$ cat config.mk
export PLATFORM = sky130hd
export DESIGN_NAME = byte_data_memory
export DESIGN_NICKNAME = d
export VERILOG_FILES = /design/src/rtl/dmem_pkg.sv /design/src/rtl/dmem_lane_ctrl.sv /design/src/rtl/byte_data_memory.sv
export SDC_FILE = /design/constraint.sdc
export NUM_CORES = 2
export LEC_CHECK = 0
export CAP_MARGIN = 40
export CORE_MARGIN = 3
export CORE_UTILIZATION = 60
export CTS_CLUSTER_SIZE = 12
export DETAILED_ROUTE_END_ITERATION = 10
export GPL_TIMING_DRIVEN = 1
export PLACE_DENSITY = 0.84
export SYNTH_ARGS = -nofsm -noshare
export SYNTH_HDL_FRONTEND = slang
export SYNTH_SLANG_ARGS = --single-unit
$ cat constraint.sdc
create_clock -name Clk -period 5.6 [get_ports Clk]
set_input_delay 0.56 -clock Clk [delete_from_list [all_inputs] [get_ports Clk]]
set_output_delay 0.56 -clock Clk [all_outputs]
set_load 0.01 [all_outputs]
$ cat src/rtl/dmem_pkg.sv
// Shared definitions for the byte-addressable data memory: Funct3 encodings,
// clear-sequencer states and the load extraction/extension helper.
package dmem_pkg;

  localparam logic [2:0] F3_B  = 3'b000;
  localparam logic [2:0] F3_H  = 3'b001;
  localparam logic [2:0] F3_W  = 3'b010;
  localparam logic [2:0] F3_BU = 3'b100;
  localparam logic [2:0] F3_HU = 3'b101;

  typedef enum logic {
    ST_CLEAR,
    ST_IDLE
  } dmem_state_e;

  function automatic logic f3_legal(input logic [2:0] funct3);
    return funct3 inside {F3_B, F3_H, F3_W, F3_BU, F3_HU};
  endfunction

  // Low address bits below the access size are ignored (forced alignment).
  function automatic logic [31:0] load_extend(input logic [31:0] word,
                                              input logic [1:0]  offset,
                                              input logic [2:0]  funct3);
    logic [7:0]  b;
    logic [15:0] h;
    b = word[{offset, 3'b000} +: 8];
    h = offset[1] ? word[31:16] : word[15:0];
    case (funct3)
      F3_B:    return {{24{b[7]}}, b};
      F3_BU:   return {24'h0, b};
      F3_H:    return {{16{h[15]}}, h};
      F3_HU:   return {16'h0, h};
      F3_W:    return word;
      default: return '0;
    endcase
  endfunction

endpackage

$ cat src/rtl/dmem_lane_ctrl.sv
// Store-side lane steering: byte enables, lane-replicated write data and the
// misaligned flag. Misalignment is only detected when MISALIGN_TRAP_EN is defined.
module dmem_lane_ctrl
  import dmem_pkg::*;
(
  input  logic [1:0]  addr_lo_i,
  input  logic [2:0]  funct3_i,
  input  logic [31:0] wdata_i,
  output logic [3:0]  byte_en_o,
  output logic [31:0] lane_wdata_o,
  output logic        misaligned_o
);

  logic legal;

  // NOTE: every output gets a default before the case so no latch is inferred.
  always_comb begin
    legal        = f3_legal(funct3_i);
    misaligned_o = 1'b0;
    byte_en_o    = '0;
    lane_wdata_o = wdata_i;
`ifdef MISALIGN_TRAP_EN
    if (legal) begin
      case (funct3_i[1:0])
        2'b01:   misaligned_o = addr_lo_i[0];
        2'b10:   misaligned_o = |addr_lo_i;
        default: misaligned_o = 1'b0;
      endcase
    end
`endif
    case (funct3_i[1:0])
      2'b00: begin
        byte_en_o    = 4'b0001 << addr_lo_i;
        lane_wdata_o = {4{wdata_i[7:0]}};
      end
      2'b01: begin
        byte_en_o    = addr_lo_i[1] ? 4'b1100 : 4'b0011;
        lane_wdata_o = {2{wdata_i[15:0]}};
      end
      2'b10:   byte_en_o = 4'b1111;
      default: byte_en_o = 4'b0000;
    endcase
    if (!legal || misaligned_o) byte_en_o = '0;
  end

endmodule

$ cat src/rtl/byte_data_memory.sv
// RV32I data memory with byte-lane stores, registered sign/zero-extended loads and
// a post-reset clear sequencer. Define MISALIGN_TRAP_EN to trap misaligned accesses.
module byte_data_memory
  import dmem_pkg::*;
#(
  parameter int DEPTH = 64
) (
  input  logic        Clk,
  input  logic        reset,
  input  logic [31:0] Address,
  input  logic [31:0] WriteData,
  input  logic        MemWrite,
  input  logic        MemRead,
  input  logic [2:0]  Funct3,
  output logic [31:0] ReadData,
  output logic        ReadValid,
  output logic        Ready,
  output logic        Misaligned
);

  localparam int IDX_W = $clog2(DEPTH);

  dmem_state_e      state_q, state_d;
  logic [IDX_W-1:0] clr_ptr_q, clr_ptr_d;
  logic             clr_we;
  logic [3:0][7:0]  mem_q [DEPTH];
  logic [31:0]      rdata_q;
  logic             rvalid_q;

  logic [IDX_W-1:0] word_idx;
  logic [3:0]       byte_en;
  logic [31:0]      lane_wdata;
  logic             lane_mis;
  logic             load_req, store_req;
  logic             unused_addr;

  assign word_idx    = Address[IDX_W+1:2];
  assign unused_addr = ^Address[31:IDX_W+2];
  assign Ready       = (state_q == ST_IDLE);
  assign load_req    = MemRead & Ready;
  assign store_req   = MemWrite & Ready;

  dmem_lane_ctrl u_lane_ctrl (
    .addr_lo_i    (Address[1:0]),
    .funct3_i     (Funct3),
    .wdata_i      (WriteData),
    .byte_en_o    (byte_en),
    .lane_wdata_o (lane_wdata),
    .misaligned_o (lane_mis)
  );

  always_comb begin
    state_d   = state_q;
    clr_ptr_d = clr_ptr_q;
    clr_we    = 1'b0;
    case (state_q)
      ST_CLEAR: begin
        clr_we    = 1'b1;
        clr_ptr_d = clr_ptr_q + 1'b1;
        if (clr_ptr_q == IDX_W'(DEPTH - 1)) state_d = ST_IDLE;
      end
      ST_IDLE: state_d = ST_IDLE;
      default: state_d = ST_CLEAR;
    endcase
  end

  always_ff @(posedge Clk) begin
    if (reset) begin
      state_q   <= ST_CLEAR;
      clr_ptr_q <= '0;
    end else begin
      state_q   <= state_d;
      clr_ptr_q <= clr_ptr_d;
    end
  end

  // NOTE: the array has no reset branch; the clear sequencer zeroes it word by word.
  always_ff @(posedge Clk) begin
    if (!reset) begin
      if (clr_we) begin
        mem_q[clr_ptr_q] <= '0;
      end else if (store_req) begin
        for (int l = 0; l < 4; l++) begin
          if (byte_en[l]) mem_q[word_idx][l] <= lane_wdata[8*l +: 8];
        end
      end
    end
  end

  // Non-blocking updates give read-first behaviour when a load and store share a word.
  always_ff @(posedge Clk) begin
    if (reset) begin
      rdata_q  <= '0;
      rvalid_q <= 1'b0;
    end else begin
      rvalid_q <= load_req;
      if (load_req) rdata_q <= lane_mis ? '0 : load_extend(mem_q[word_idx], Address[1:0], Funct3);
    end
  end

  assign ReadData  = rdata_q;
  assign ReadValid = rvalid_q;

`ifdef MISALIGN_TRAP_EN
  logic mis_q;

  always_ff @(posedge Clk) begin
    if (reset) mis_q <= 1'b0;
    else       mis_q <= lane_mis & (load_req | store_req);
  end

  assign Misaligned = mis_q;
`else
  assign Misaligned = 1'b0;
`endif

endmodule

==> impl_metrics.ini <==
[floorplan]
die_h_um = 376
floorplan.initialDensity_pct = 60.6
coreArea_sq_mm = 0.136
io_pins = 106
die-area_sq_mm = 0.142
placement_rows = 135
die-width_um = 376

[clock_network]
htree_num_levels = 4
postCtsSetupBuffers = 0
tritoncts.num_buffers = 198
clock_transition_at_path_regs_ns = 0.06
cts.path.max_buffers = 3
cts_root_buf = sky130_fd_sc_hd__clkbuf_16
clock_sinks = 2088
cts_tree = done
cts_hold_repair.buffers = 0
clkLatencyLatePin_ns = 0.84
post_cts.resized_instances = 0

[sta]
period_needed_ns = 4.85
hold-worst-slack_ns = 0.447
timing.final.crit_share_pct = 86.6
worst_slew_margin_relative_to_its_limit_pct = 29.8
worst-slew-pin-transition_ns = 1.05
timing.setup.tns_ns = 0
finClkSkew_ns = 0.0386
final-hold-violation-count = 0
final-max-slew-violation-count = 0
rsz0062_at_grt = no
final-setup-viol-count = 0
fmax_ghz = 0.206

[route]
detail_route.first_pass.iterations = 10
drt_drc_violations_left = 0
detail_route.wl_per_cell_um = 36.5
route.vias.total = 44218
vias_per_cell = 7.25
ant_nets = 0
detail_route.wirelength_um = 222000
detail_route.iter0.violations = 7835

[power_and_ir_drop]
worst_ir_drop_vdd_uv = 329
p_sw_w = 0.00635
power.static_leakage_nw = 32.9
power.internal_w = 0.0240
power.share.clock_pct = 40.0
share_of_power_burned_in_registers_pct = 55.9
power-per-cell-area_mw_per_mm2 = 332
p_sw_share_pct = 20.9
total_power_w = 0.0304
combPwrFrac_pct = 4.1

[setup_path]
worst_ep_arrival_ns = 5.30
r2r.worst_path.cells = 8
path_common_cell = sky130_fd_sc_hd__nor2_1
critical_path.max_fanout = 15
path_cells = clkdlybuf4s50_1 > o21a_1 > nor2_1 > and3_1 > buf_4 > mux2i_1 > buf_4 > nor2_1 > nand2_1 > or2_2 > nor2_1
critPathLaunchType = primary input
critPathRequiredTime_ns = 6.04
setup.worst_path.end_class = flop
crit_type = in2reg
cpPeakStageDelay_ns = 0.71
timing.critical_path.slowest_stage_cell = sky130_fd_sc_hd__nor2_1

[yosys]
synth.ff_latch_count = 2088
synth.distinct_cells = 61
number_of_warnings_printed_during_yosys_synthesis = 0
synth-async-reset-ratio_pct = 0
area_of_the_mapped_netlist_sq_mm = 0.0823
postSynthNetCount = 4102
number_of_instances_in_the_synthesized_netlist = 4030
edff_count_synth = 2048
top_flip_flop_cell_by_instance_count_after_synthesis = sky130_fd_sc_hd__edfxtp_1
synth.avg_cell_area_sq_um = 20.4
yosysSeqAreaShare_pct = 75.7

[final_layout]
final_cell_area_sq_mm = 0.0914
layout.cells.most_common_list = 2048 x sky130_fd_sc_hd__edfxtp_1, 524 x sky130_fd_sc_hd__mux4_2, 315 x sky130_fd_sc_hd__nor2_1, 200 x sky130_fd_sc_hd__clkbuf_16, 184 x sky130_fd_sc_hd__mux2i_1
area_delta_synth_final_pct = 11.0
finalCoreUtilization_pct = 67.3
share_of_layout_cells_above_drive_strength_1_pct = 22.7
finalNetCount = 4280
mostFrequentLayoutCell = sky130_fd_sc_hd__edfxtp_1

[status]
status = finished, final reports clean

[placement]
detailedPlacementHpwl_um = 133000
place_area_sq_mm = 0.0857
place_congestion = 0.954
number_of_i_o_port_buffers = 80

[global_route]
number_of_antenna_violations_at_the_first_check_in_global_routing = 14
globalRouteOverflowTotal = 0
grt_use_total_pct = 31.9
grt_start_max_net_pins = 98
grt_pass1_vias = 44735
grt_first_pass_wirelength_um = 320000

[min_path]
timing.hold.worst.class = in2reg
hold-path-cell-count = 4

[run]
cap_violations = 0
-- per-layer routing --
metal	global-route usage, %	part of all wire (%)	vias to the layer above
met4	14.9	5.9	12
met5	0.720	0.098	-
met3	11.6	15	873
li1	-	-	16895
met2	47.8	46	4095
met1	42.3	33	22343
-- power by group through the flow --
stage,clock network [W],registers [W],logic (W)
final,0.0121,0.0170,0.00125
after global routing,0.0127,0.0170,0.00126
after CTS,0.0122,0.0170,0.00120
after detailed placement,0,0.0173,0.00118
after global placement,0,0.0173,0.00115
after floorplan,0,0.0173,0.000740
-- critical path: cells and delay by family --
family                 cells  cell delay (ns)
AND/OR/NAND/NOR            6             2.96
buffers and inverters      3             1.22
AO/OA/AOI/OAI              1             0.31
multiplexers               1             0.21
-- area by class of cell --
cell class	instances	area (sq um)
Sequential cell	2088	62300
Fill cell	7879	44400
Multi-Input combinational cell	1688	19000
Clock buffer	271	5320
Timing Repair Buffer	224	2300
Tap cell	1781	2230
Clock inverter	25	226
Antenna cell	16	40.0
Inverter	8	35.0
-- synth_stat cells, drive strengths merged, types with 23 or more instances --
cell / n / area, sq um
o22ai: 32 / 200
mux4: 524 / 11800
a21oi: 50 / 250
nor2: 333 / 1250
dfxtp: 40 / 801
clkbuf: 97 / 364
buf: 149 / 952
a22oi: 55 / 413
a221oi: 23 / 201
o21ai: 31 / 155
nand2: 183 / 687
mux2i: 184 / 1840
edfxtp: 2048 / 61500
nand3: 46 / 235
-- stage by stage --
stage               instances  setup slack [ns]
global placement         5745             0.152
CTS                      6072              1.06
global route             6087             0.828
detailed placement       5776             0.251
finish                   6101             0.749
floorplan                4030              1.82
-- worst paths after layout --
kind / from / slack [ns] / to
max: Funct3[2] / 0.75 / mem_q[3][2]
max reg2reg: Ready / 0.97 / mem_q[3][2]
min: Address[5] / 0.45 / ReadData[17]
min reg2reg: clr_ptr_q[0] / 0.54 / clr_ptr_q[0]
-- flip-flops by register name (all words and copies together), names as in the netlist --
signal and count:
ReadData 32, Ready 1, mem_q 2048, clr_ptr_q 6, ReadValid 1
-- logic make-up (layout without fill, tap and decap cells) --
| group | count (synthesis) | count (layout) | share of synthesized area, % |
|---|---|---|---|
| DFF | 2088 | 2088 | 75.7 |
| muxes | 719 | 719 | 16.7 |
| and+or+nand+nor | 681 | 681 | 3.55 |
| AOI/OAI and AO/OA | 282 | 282 | 2.37 |
| buffers and inverters | 254 | 528 | 1.64 |
| xor gates and xnor gates | 4 | 4 | 0.0426 |
| adders and majority gates | 1 | 1 | 0.0152 |
| other | 1 | 17 | 0.00455 |
Power figures use the tool's default switching activity.
